==> config.mk <==
export PLATFORM = sky130hd
export DESIGN_NAME = logdrop_window_accum_flat
export DESIGN_NICKNAME = d
export VERILOG_FILES = /design/src/rtl/logdrop_window_accum_if.sv /design/src/rtl/logdrop_window_accum.sv /design/src/flat_wrapper.sv
export SDC_FILE = /design/constraint.sdc
export NUM_CORES = 1
export LEC_CHECK = 0
export BUFFER_PORTS_ARGS = -buffer_cell sky130_fd_sc_hd__buf_4
export CORE_MARGIN = 4
export CORE_UTILIZATION = 47
export DETAILED_ROUTE_END_ITERATION = 16
export GPL_ROUTABILITY_DRIVEN = 0
export GPL_TIMING_DRIVEN = 1
export PLACE_DENSITY = 0.69
export RECOVER_POWER = 25
export SLEW_MARGIN = 20
export SYNTH_ARGS = -nofsm -noshare
export SYNTH_HDL_FRONTEND = slang
export SYNTH_SLANG_ARGS = --single-unit
export TNS_END_PERCENT = 1
==> constraint.sdc <==
create_clock -name i_clk -period 7.1 [get_ports i_clk]
set_input_delay 0 -clock i_clk [delete_from_list [all_inputs] [get_ports i_clk]]
set_output_delay 0 -clock i_clk [all_outputs]
set_load 0.05 [all_outputs]
==> src/rtl/logdrop_window_accum_if.sv <==
// Sample-side and result-side handshake bundle for logdrop_window_accum.
// Latency: none; wires only.
// Backpressure: o_ready throttles the sample source, i_sumReady throttles the result.
interface logdrop_window_accum_if #(
    parameter int DATA_W = 8,
    parameter int WINLEN = 64
);
    localparam int T_W   = $clog2(WINLEN);
    localparam int SUM_W = DATA_W + T_W;

    // sample side: source offers i_valid, stage answers o_ready; o_t selects
    // the window position and i_y is the dropped sample for that position
    logic              i_valid;
    logic              o_ready;
    logic [T_W-1:0]    o_t;
    logic [DATA_W-1:0] i_y;

    // result side: one sum per completed window
    logic [SUM_W-1:0]  o_sum;
    logic              o_sumValid;
    logic              i_sumReady;

    // the accumulator stage
    modport slave (
        input  i_valid,
        input  i_y,
        input  i_sumReady,
        output o_ready,
        output o_t,
        output o_sum,
        output o_sumValid
    );

    // the surrounding source / sink / logdropWindow
    modport master (
        output i_valid,
        output i_y,
        output i_sumReady,
        input  o_ready,
        input  o_t,
        input  o_sum,
        input  o_sumValid
    );
endinterface

==> src/rtl/logdrop_window_accum.sv <==
// Sums WINLEN dropped samples per window and emits one sum per window.
// Latency: sum valid one cycle after the window's last sample is accepted.
// Backpressure: input stalls only on a window's last sample while the previous sum is unconsumed.
module logdrop_window_accum #(
    parameter int DATA_W = 8,
    parameter int WINLEN = 64
) (
    input  logic i_clk,
    input  logic i_rst,
    input  logic i_clr,
    logdrop_window_accum_if.slave bus
);
    // WINLEN is a power of two >= 2, so T_W bits index exactly one window and
    // SUM_W bits hold WINLEN * (2^DATA_W - 1) without overflow.
    localparam int T_W   = $clog2(WINLEN);
    localparam int SUM_W = DATA_W + T_W;
    localparam logic [T_W-1:0] T_LAST = T_W'(WINLEN - 1);

    logic [T_W-1:0]   t;
    logic [SUM_W-1:0] acc;
    logic [SUM_W-1:0] sum_q;
    logic             sum_vld;

    logic             last;
    logic             stall;
    logic             ready;
    logic             accept;
    logic             complete;
    logic             drain;
    logic [SUM_W-1:0] y_ext;
    logic [SUM_W-1:0] acc_base;
    logic [SUM_W-1:0] acc_next;

    // handshake decode and accumulator next value; i_y arrives combinationally
    // from logdropWindow driven by o_t, so no register sits on this path
    always_comb begin
        last     = (t == T_LAST);
        stall    = last && sum_vld && !bus.i_sumReady;
        ready    = !i_clr && !stall;
        accept   = bus.i_valid && ready;
        complete = accept && last;
        drain    = sum_vld && bus.i_sumReady;
        y_ext    = {{T_W{1'b0}}, bus.i_y};
        // position 0 always starts a fresh window, whatever acc holds
        acc_base = (t == '0) ? '0 : acc;
        acc_next = acc_base + y_ext;
    end

    // window position: advances once per accepted sample, wraps on completion or clear
    always_ff @(posedge i_clk) begin
        if (i_rst) begin
            t <= '0;
        end else if (i_clr) begin
            t <= '0;
        end else if (accept) begin
            t <= last ? '0 : t + T_W'(1);
        end
    end

    // running partial sum of the current window
    always_ff @(posedge i_clk) begin
        if (i_rst) begin
            acc <= '0;
        end else if (i_clr) begin
            acc <= '0;
        end else if (accept) begin
            acc <= last ? '0 : acc_next;
        end
    end

    // result register: loads only on completion, so it cannot move while a
    // result waits (the last sample is stalled in that case)
    always_ff @(posedge i_clk) begin
        if (i_rst) begin
            sum_q <= '0;
        end else if (complete) begin
            // t is nonzero here (WINLEN >= 2), so acc_next is acc + i_y
            sum_q <= acc_next;
        end
    end

    // result valid: set on completion (wins over a same-cycle drain), cleared on drain
    always_ff @(posedge i_clk) begin
        if (i_rst) begin
            sum_vld <= 1'b0;
        end else if (complete) begin
            sum_vld <= 1'b1;
        end else if (drain) begin
            sum_vld <= 1'b0;
        end
    end

    assign bus.o_ready    = ready;
    assign bus.o_t        = t;
    assign bus.o_sum      = sum_q;
    assign bus.o_sumValid = sum_vld;
endmodule
==> src/flat_wrapper.sv <==
// flat-port wrapper written by rule: the top's interface ports become plain ports
module logdrop_window_accum_flat 
#(
    parameter int DATA_W = 8,
    parameter int WINLEN = 64
)
  (i_clk, i_rst, i_clr, bus_i_valid, bus_i_y, bus_i_sumReady, bus_o_ready, bus_o_t, bus_o_sum, bus_o_sumValid);
  logdrop_window_accum_if #(.DATA_W(DATA_W), .WINLEN(WINLEN)) bus_i ();
  input  logic i_clk;
  input  logic i_rst;
  input  logic i_clr;
  input wire logic [$bits(bus_i.i_valid)-1:0] bus_i_valid;
  input wire logic [$bits(bus_i.i_y)-1:0] bus_i_y;
  input wire logic [$bits(bus_i.i_sumReady)-1:0] bus_i_sumReady;
  output wire logic [$bits(bus_i.o_ready)-1:0] bus_o_ready;
  output wire logic [$bits(bus_i.o_t)-1:0] bus_o_t;
  output wire logic [$bits(bus_i.o_sum)-1:0] bus_o_sum;
  output wire logic [$bits(bus_i.o_sumValid)-1:0] bus_o_sumValid;
  assign bus_i.i_valid = bus_i_valid;
  assign bus_i.i_y = bus_i_y;
  assign bus_i.i_sumReady = bus_i_sumReady;
  assign bus_o_ready = bus_i.o_ready;
  assign bus_o_t = bus_i.o_t;
  assign bus_o_sum = bus_i.o_sum;
  assign bus_o_sumValid = bus_i.o_sumValid;
  logdrop_window_accum #(.DATA_W(DATA_W), .WINLEN(WINLEN)) u_core (.i_clk(i_clk), .i_rst(i_rst), .i_clr(i_clr), .bus(bus_i));
endmodule
==> run_results.csv <==
group,metric,value,unit
clock_tree,cts_tree,"built",
power_and_ir_drop,p_int,279,uW
worst_setup_path,rrSetupSlack,3.83,ns
worst_setup_path,r2r_cells,11,
sta,slew_violations,0,
routing,detail_route.iter0.violations,79,
worst_setup_path,r2r-start,"u_core.bus.o_t[0]",
routing,via_per_inst,5.47,
sta,max-slew-margin-rel,57.1,%
sta,rsz0062_at_grt,"false",
routing,post-route-drc-count,0,
die,core_region_area,4030,um2
worst_setup_path,cp_data_arrival_time,3.49,ns
worst_setup_path,required,7.32,ns
layout,regArea,701,um2
clock_tree,cts-buffers-inserted,5,
synthesis,synth-seq-area-share,35.7,%
power_and_ir_drop,seqPwrFrac,53.5,%
clock_tree,post-cts-setup-buffers,0,
synthesis,syn_area,1960,um2
die,io_pins,35,
power_and_ir_drop,switchingPower,91.1,uW
sta,hold-worst-slack,0.0266,ns
synthesis,synth_ff_type,"dfxtp_1",
layout,multi_input_area,1180,um2
power_and_ir_drop,peakVddDrop,0.0975,mV
routing,firstDrtPassIters,4,
clock_tree,cts_buffer_depth,2,
die,die_area,5270,um2
die,dieWidth,72.6,um
sta,setup_viol,0,
worst_setup_path,r2r-end,"u_core.acc[11]",
synthesis,async_flop_share,0,%
hold_path,min_path_cells,2,
run_status,status,"complete, no violations",
worst_setup_path,cp_max_fo,10,
placed_design,hpwlAfterDp,3.34,mm
synthesis,synth-compound-area-share,24.4,%
layout,finalInstanceArea,2270,um2
layout,drive_gt1_share,13.1,%
worst_setup_path,criticalPathCategory,"flip-flop to flip-flop",
sta,hold_violations,0,
synthesis,synthMuxAreaShare,0,%
clock_tree,clock-sinks,35,
synthesis,ys_types,49,
worst_setup_path,startpoint_type,"flip-flop",
sta,timing.final.crit_share,46.1,%
synthesis,synth_edf_count,0,
synthesis,netlist_instances,232,
synthesis,synth_top_family_by_area,"compound AO/OA/AOI/OAI gates",
routing,antenna_left,0,
die,rows,23,
hold_path,min_from,"i_rst",
clock_tree,cts_root_buffer,"clkbuf_8",
synthesis,ys_seq_elements,35,
global_routing,grt_overflow,0,
synthesis,synthSimpleGateAreaFrac,22.8,%
power_and_ir_drop,p_leak,0.000878,uW
hold_path,hold_path.class,"input port to flip-flop",
layout,syn2layout_area_growth,15.5,%
layout,fin_nets,290,
sta,skew,0.00389,ns
routing,wire_per_inst,14.1,um
clock_tree,clk_latency,0.29,ns
routing,vias,1735,
clock_tree,hold_buffers,0,
sta,fmax,0.306,GHz
sta,worst_slack,3.83,ns
synthesis,syn_avg_cell_area,8.46,um2
sta,tns,0,ns
synthesis,yosysWarnings,0,
power_and_ir_drop,switching_share,24.6,%
die,die_h,72.6,um
synthesis,synthXorXnorAreaFrac,5.36,%
sta,worst_slew_pin_slew,0.642,ns
global_routing,grt_pass1_wl,7.66,mm
hold_path,min_to,"u_core.bus.o_sum[5]",
placed_design,dpl-instance-area,2240,um2
sta,fin_crit,3.27,ns
synthesis,synth_fa_ha_area_share,7.40,%
layout,num_antenna_cells,0,
clock_tree,cts_resized,0,
routing,routed_wl,4.46,mm
placed_design,post-place-ws,3.85,ns
power_and_ir_drop,p_clk_share,37.8,%
global_routing,grt_max_degree,19,
placed_design,io_buffer_count,34,
global_routing,first_global_vias,1632,
clock_tree,h-tree-depth,2,
synthesis,syn_nets,256,
global_routing,antenna_found_initial,0,
layout,num-fill-cells,407,
worst_setup_path,end_kind,"flip-flop",
die,start_util,48.7,%
power_and_ir_drop,p_comb_share,8.7,%
run,maxCapViolCount,0,
layout,final_util,56.2,%
global_routing,grt_use_total,18.6,%
clock_tree,clkTransAtPathRegs,0.07,ns
power_and_ir_drop,power.density,163,nW/um2
worst max path at each step:
| stage | startpoint | endpoint | slack (ns) | cells after the start |
|---|---|---|---|---|
| 2_1_floorplan | u_core.bus.o_t[0] | u_core.bus.o_sum[6] | 3.92 | 14 |
| 3_3_place_gp | u_core.bus.o_t[0] | u_core.acc[11] | 3.90 | 11 |
| 3_5_place_dp | u_core.bus.o_t[0] | u_core.acc[11] | 3.85 | 11 |
| 4_1_cts | u_core.bus.o_t[0] | u_core.acc[11] | 3.83 | 11 |
| 5_1_grt | u_core.bus.o_t[0] | u_core.acc[11] | 3.52 | 11 |
| 6_report | u_core.bus.o_t[0] | u_core.acc[11] | 3.83 | 11 |
Yosys cell counts (all sizes together), types with 3 or more instances:
| cell | count | area [um2] |
|---|---|---|
| a211oi | 6 | 50.1 |
| a21oi | 19 | 95.1 |
| a22o | 5 | 43.8 |
| and2 | 7 | 43.8 |
| buf | 5 | 33.8 |
| dfxtp | 35 | 701 |
| ha | 10 | 125 |
| inv | 9 | 33.8 |
| nand2 | 28 | 105 |
| nand2b | 3 | 18.8 |
| nand3 | 8 | 40.0 |
| nand3b | 3 | 22.5 |
| nor2 | 19 | 71.3 |
| nor2b | 3 | 18.8 |
| nor3 | 8 | 51.3 |
| o211ai | 5 | 42.5 |
| o21ai | 11 | 55.1 |
| o31ai | 3 | 22.5 |
| or3 | 5 | 36.3 |
| xnor2 | 7 | 61.3 |
| xor2 | 5 | 43.8 |
area by class of cell:
type / instances / area share [%]
Multi-Input combinational cell: 180 / 52.0
Timing Repair Buffer: 35 / 9.28
Tap cell: 50 / 2.76
Clock buffer: 7 / 3.37
Sequential cell: 35 / 30.9
Inverter: 9 / 1.49
Clock inverter: 1 / 0.221
sequential cells by signal (all words and copies together), names as in the netlist:
signal                 cells
u_core.bus.o_sum          14
u_core.acc                14
u_core.bus.o_sumValid      1
u_core.bus.o_t             6
power by group through the flow:
stage | clock network (uW) | registers [uW] | logic, uW
after floorplan | 0 | 203 | 20.4
after CTS | 145 | 198 | 32.1
after global placement | 0 | 203 | 32.3
final | 140 | 198 | 32.0
after detailed placement | 0 | 203 | 32.0
after global routing | 150 | 198 | 35.9
metal layers:
metal / share of wire (%) / GRT usage [%] / wire length, um
met5: 0 / 0 / 0
met4: 1.6 / 8.20 / 70
met2: 44 / 28.0 / 1950
met1: 49 / 25.5 / 2190
met3: 5.6 / 4.13 / 251
stage by stage:
| stage | power [uW] | instances |
|---|---|---|
| after floorplan | 224 | 232 |
| after global placement | 235 | 309 |
| after detailed placement | 235 | 309 |
| after CTS | 375 | 317 |
| after global routing | 384 | 317 |
| final | 370 | 317 |
worst max-delay path, stage by stage, from the launching register on:
cell,delay (ns)
dfxtp_1,0.36
inv_1,0.07
ha_1,0.13
or4b_4,0.46
nand2b_1,0.32
and2_1,0.24
ha_1,0.38
o21ai_0,0.15
o21bai_1,0.41
o211ai_1,0.23
or3_1,0.38
o21ai_0,0.07
kinds of logic after synthesis:
family	count (synthesis)
AND/OR/NAND/NOR	89
adder cells (fa/ha/maj)	11
AO/OA/AOI/OAI	68
XOR/XNOR	12
flip-flops	35
buffers and inverters	17
placed cells by master, fill, tap and decap left out, types with 7 or more instances in the layout:
cell type  instances
inv_1              9
a21oi_1           19
nand2_1           28
nor2_1            19
dfxtp_1           35
clkbuf_1          16
o21ai_0           10
ha_1              10
xnor2_1            7
buf_4             21
nor3_1             7
and2_1             7
nand3_1            8
No activity file was read; power rests on OpenSTA's default activity.
